===== src/rtl/delay_tap_sweep.sv =====
// Sweeps a delay-line tap from tap_lo to tap_hi. At each tap it waits SETTLE cycles, then
// accumulates popcount(sample_in) over SAMPLES cycles and offers the total through a
// valid/ready handshake.
module delay_tap_sweep #(
    parameter int unsigned SENSE_W = 8,
    parameter int unsigned SAMPLES = 16,
    parameter int unsigned SETTLE  = 4,
    localparam int unsigned OnesW  = $clog2(SAMPLES * SENSE_W) + 1
) (
    input  logic               clk_in,
    input  logic               rst,
    input  logic               start,
    input  logic [4:0]         tap_lo,
    input  logic [4:0]         tap_hi,
    input  logic [SENSE_W-1:0] sample_in,
    output logic [4:0]         delay,
    output logic               busy,
    output logic               result_valid,
    input  logic               result_ready,
    output logic [4:0]         result_tap,
    output logic [OnesW-1:0]   result_ones,
    output logic               done,
    output logic               range_err
);

    localparam int unsigned CntW = (SAMPLES > 1) ? $clog2(SAMPLES) : 1;
    localparam logic [7:0]      SettleLast = 8'(SETTLE - 1);
    localparam logic [CntW-1:0] SampLast   = CntW'(SAMPLES - 1);

    typedef enum logic [1:0] {StIdle, StSettle, StAccum, StReport} state_t;

    state_t            r_state;
    logic [4:0]        r_delay;
    logic [4:0]        r_tap_hi;
    logic [7:0]        r_settle_cnt;
    logic [CntW-1:0]   r_samp_cnt;
    logic [OnesW-1:0]  r_acc;
    logic              r_busy;
    logic              r_valid;
    logic [4:0]        r_res_tap;
    logic [OnesW-1:0]  r_res_ones;
    logic              r_done;
    logic              r_range_err;
    logic [OnesW-1:0]  w_pop;

    always_comb begin
        w_pop = '0;
        for (int i = 0; i < int'(SENSE_W); i++) begin
            w_pop = w_pop + OnesW'(sample_in[i]);
        end
    end

    always_ff @(posedge clk_in) begin
        if (rst) begin
            r_state      <= StIdle;
            r_delay      <= '0;
            r_tap_hi     <= '0;
            r_settle_cnt <= '0;
            r_samp_cnt   <= '0;
            r_acc        <= '0;
            r_busy       <= 1'b0;
            r_valid      <= 1'b0;
            r_res_tap    <= '0;
            r_res_ones   <= '0;
            r_done       <= 1'b0;
            r_range_err  <= 1'b0;
        end else begin
            r_done      <= 1'b0;
            r_range_err <= 1'b0;
            unique case (r_state)
                StIdle: begin
                    if (start) begin
                        if (tap_lo <= tap_hi) begin
                            r_state      <= StSettle;
                            r_delay      <= tap_lo;
                            r_tap_hi     <= tap_hi;
                            r_settle_cnt <= '0;
                            r_samp_cnt   <= '0;
                            r_acc        <= '0;
                            r_busy       <= 1'b1;
                        end else begin
                            r_done      <= 1'b1;
                            r_range_err <= 1'b1;
                        end
                    end
                end
                StSettle: begin
                    if (r_settle_cnt == SettleLast) begin
                        r_state      <= StAccum;
                        r_settle_cnt <= '0;
                    end else begin
                        r_settle_cnt <= r_settle_cnt + 8'd1;
                    end
                end
                StAccum: begin
                    r_acc <= r_acc + w_pop;
                    if (r_samp_cnt == SampLast) begin
                        // Capture the result with the final sample folded in.
                        r_state    <= StReport;
                        r_samp_cnt <= '0;
                        r_valid    <= 1'b1;
                        r_res_tap  <= r_delay;
                        r_res_ones <= r_acc + w_pop;
                    end else begin
                        r_samp_cnt <= r_samp_cnt + CntW'(1);
                    end
                end
                StReport: begin
                    if (result_ready) begin
                        r_valid <= 1'b0;
                        if (r_delay == r_tap_hi) begin
                            r_state <= StIdle;
                            r_busy  <= 1'b0;
                            r_done  <= 1'b1;
                        end else begin
                            r_state      <= StSettle;
                            r_delay      <= r_delay + 5'd1;
                            r_acc        <= '0;
                            r_settle_cnt <= '0;
                        end
                    end
                end
            endcase
        end
    end

    assign delay        = r_delay;
    assign busy         = r_busy;
    assign result_valid = r_valid;
    assign result_tap   = r_res_tap;
    assign result_ones  = r_res_ones;
    assign done         = r_done;
    assign range_err    = r_range_err;

endmodule


===== config.mk =====
export PLATFORM = sky130hd
export DESIGN_NAME = delay_tap_sweep
export DESIGN_NICKNAME = d
export VERILOG_FILES = /design/src/rtl/delay_tap_sweep.sv
export SDC_FILE = /design/constraint.sdc
export NUM_CORES = 1
export LEC_CHECK = 0
export CORE_ASPECT_RATIO = 1.75
export CORE_UTILIZATION = 35
export CTS_CLUSTER_DIAMETER = 200
export CTS_CLUSTER_SIZE = 24
export DETAILED_ROUTE_END_ITERATION = 8
export DONT_BUFFER_PORTS = 1
export PLACE_DENSITY = 0.46
export SYNTH_ARGS = -nofsm -noshare
export SYNTH_HDL_FRONTEND = slang
export SYNTH_SLANG_ARGS = --single-unit

===== constraint.sdc =====
create_clock -name clk_in -period 3.9 [get_ports clk_in]
set_clock_uncertainty 0.2 [all_clocks]
set_input_delay 0 -clock clk_in [delete_from_list [all_inputs] [get_ports clk_in]]
set_output_delay 0 -clock clk_in [all_outputs]
set_load 0.005 [all_outputs]

==> flow_metrics.tcl <==
set metrics [dict create \
    tritoncts "built" \
    syn_inst 334 \
    reg2reg_depth 9 \
    grt_remaining_overflow 0 \
    cts-hold-fix-buffers 17 \
    h-tree-depth 2 \
    rsz0062_at_grt "false" \
    yosys_most_used_dff "dfxtp_1" \
    dr.pass1.iters 6 \
    n_fill_cell 829 \
    postSynthAreaPerCell_um2 8.64 \
    n_antenna_cell 0 \
    cts-buffers-inserted 5 \
    route.detailed.drc 4 \
    finalInstanceArea_um2 3270 \
    final_max_slew_viol_count 0 \
    routabilityCongestion 0.816 \
    hold_slack_ns 0.00884 \
    area.growth.synth_to_final_pct 13.3 \
    num-nets-final 388 \
    pin_count 44 \
    setup_tns_ns 0 \
    dieArea_um2 8630 \
    synth.distinct_cells 54 \
    clockRootBuffer "clkbuf_16" \
    die_y_um 122 \
    cp-endpoint "r_acc[4]" \
    grt_pass1_vias 2530 \
    fmax_mhz 293 \
    mappedNetlistNets 379 \
    postCtsSetupBuffers 0 \
    cp.required_ns 3.93 \
    met2_length_um 4210 \
    post_route_cells_drive_above_1_share_pct 6.69 \
    grt.total_usage_pct 19.0 \
    finalSetupViolCount 0 \
    crit_start "r_acc[0]" \
    route.met3.wl_um 296 \
    dpl.hpwl_um 5560 \
    hold_path_class "in -> reg" \
    regToRegSetupSlack_ns 0.49 \
    worst_pin_slew_ns 0.664 \
    arrival_ns 3.44 \
    start_util_pct 36.2 \
    finalHoldViolations 0 \
    synth-async-reset-ratio_pct 0 \
    critPathLaunchType "flip-flop" \
    ys_seq_elements 49 \
    die_w_um 70.6 \
    critical_path_class "reg -> reg" \
    peakVddDrop_mv 0.277 \
    place_area_um2 2950 \
    routed_wl_um 7820 \
    ys_seq_area_share_pct 34.0 \
    synth_edf_count 0 \
    slowest_stage "fa_1" \
    regToRegStartpoint "r_acc[0]" \
    drt_iter0_drc 130 \
    cts_buffer_depth 2 \
    ant_nets 0 \
    period_share_pct 87.4 \
    antenna_found_initial 0 \
    top_layer "met4" \
    crit_top_cell "fa_1" \
    vias 2546 \
    min_period_ns 3.41 \
    syn_area_um2 2890 \
    rows 43 \
    end_kind "flip-flop" \
    path_cells "inv_1, fa_1, fa_1, fa_1, fa_1, nor2b_1, o21ai_0, a2111oi_0, a32o_1" \
    clock_sinks 49 \
    yosys_warnings 0 \
    wl_met1_um 3130 \
    clk_pin_slew_worst_paths_ns 0.07 \
    violations "design-rule violations" \
    drv_cap 0 \
    status "complete, but fails checks" \
    path_max_fanout 5 \
    routedWlPerCell_um 18.0 \
    r2r-end "r_acc[4]" \
    numPortBuffers 0 \
    post_cts_resized 0 \
    p_leak_nw 1.26 \
    viasPerCell 5.87 \
    power_density_nw_per_um2 525 \
    grt_max_degree 47 \
    relSlewSlack_pct 55.3 \
    core-area_um2 7960 \
    slowest_delay_ns 0.52 \
    grt_pass1_wl_um 12600 \
    clkLatencyLatePin_ns 0.29 \
]
## power breakdown
part / leakage, nW / switching (mW) / internal, mW / total [mW]
logic: 0.793 / 0.433 / 0.236 / 0.668
clock network: 0.0696 / 0.196 / 0.236 / 0.432
registers: 0.397 / 0.0676 / 0.547 / 0.615
total: 1.26 / 0.697 / 1.02 / 1.71
## worst min path at each step
stage          slack, ns      start       endpoint  cells after the start
3_5_place_dp       -0.12        rst  r_samp_cnt[3]                      1
5_1_grt             0.03      start     r_state[1]                      4
4_1_cts            0.002      start     r_state[1]                      4
2_1_floorplan      -0.05  tap_hi[0]    r_tap_hi[0]                      2
6_report           0.009      start     r_state[1]                      4
3_3_place_gp       -0.12        rst  result_tap[4]                      1
## stage by stage
step           power (mW)  cells  setup slack [ns]  util (%)
2_1_floorplan        1.09    334             0.550         -
3_3_place_gp         1.27    409             0.357      37.0
3_5_place_dp         1.27    409             0.350      37.0
4_1_cts              1.74    434             0.493      41.1
5_1_grt              1.83    434             0.301      41.1
6_report             1.71    434             0.491      41.1
## metal layers
metal	GRT usage, %	up-vias
met3	3.14	13
met2	35.6	71
met5	0	-
met1	20.5	1211
li1	-	1251
met4	9.13	0
## sequential cells by signal, indices dropped and copies added (netlist names)
signal and count:
busy 1, result_valid 1, range_err 1, r_tap_hi 5
result_tap 5, r_samp_cnt 4, r_acc 8, result_ones 8
r_state 2, delay 5, r_settle_cnt 8, done 1
## cell usage in the layout, fill, tap and decap left out, types with 3 or more instances in the layout
cell type,count
a211oi_1,8
a21oi_1,21
a31oi_1,5
a32o_1,5
and3_1,5
clkbuf_16,5
clkinv_1,3
dfxtp_1,49
dlygate4sd3_1,16
fa_1,5
ha_1,18
inv_1,25
mux2i_1,9
nand2_1,25
nand3_1,16
nand4_1,4
nor2_1,27
nor2b_1,4
nor3_1,8
o2111ai_1,3
o21ai_0,13
o311ai_0,9
o31a_1,3
o31ai_1,6
o41ai_1,8
xor2_1,8
## critical path: cells and delay by family (launching register included)
kind,cells,cell delay [ns]
and+or+nand+nor,1,0.12
adders and majority gates,4,1.77
DFF,1,0.33
AOI/OAI and AO/OA,3,0.88
buffers and inverters,1,0.05
## cells by family (layout without fill, tap and decap cells)
logic type               Yosys count  count (layout)  synth area share (%)
AND/OR/NAND/NOR                  102             102                  17.4
AO/OA/AOI/OAI                     96              96                  25.1
flip-flops                        49              49                  34.0
buffers and inverters             45              55                  5.94
adder cells (fa/ha/maj)           23              23                  11.3
multiplexers                      10              10                  3.51
XOR/XNOR                           9               9                  2.73
## area by class of cell
class	instances	area (um2)	share of cell area [%]
multi-input combinational	240	1730	53.0
sequential	49	981	30.0
timing repair buffer	19	195	5.97
clock buffer	5	125	3.83
tap	90	113	3.44
inverter	28	105	3.21
clock inverter	3	17.5	0.536
## Yosys cell counts (4+ instances only)
cell type | n | area [um2]
inv_1 | 25 | 93.8
o31ai_1 | 6 | 45.0
o41ai_1 | 8 | 70.1
nand4_1 | 4 | 25.0
dfxtp_1 | 49 | 981
a211oi_1 | 8 | 60.1
clkbuf_1 | 15 | 56.3
xor2_1 | 8 | 70.1
nor2_1 | 27 | 101
nor2b_1 | 4 | 25.0
a32o_1 | 5 | 50.1
and3_1 | 5 | 31.3
o21ai_0 | 13 | 65.1
o311ai_0 | 9 | 78.8
mux2i_1 | 9 | 90.1
nor3_1 | 8 | 40.0
ha_1 | 18 | 225
fa_1 | 5 | 100
nand3_1 | 16 | 80.1
a31oi_1 | 5 | 31.3
a21oi_1 | 21 | 105
nand2_1 | 25 | 93.8
(Power assumes the default switching activity.)
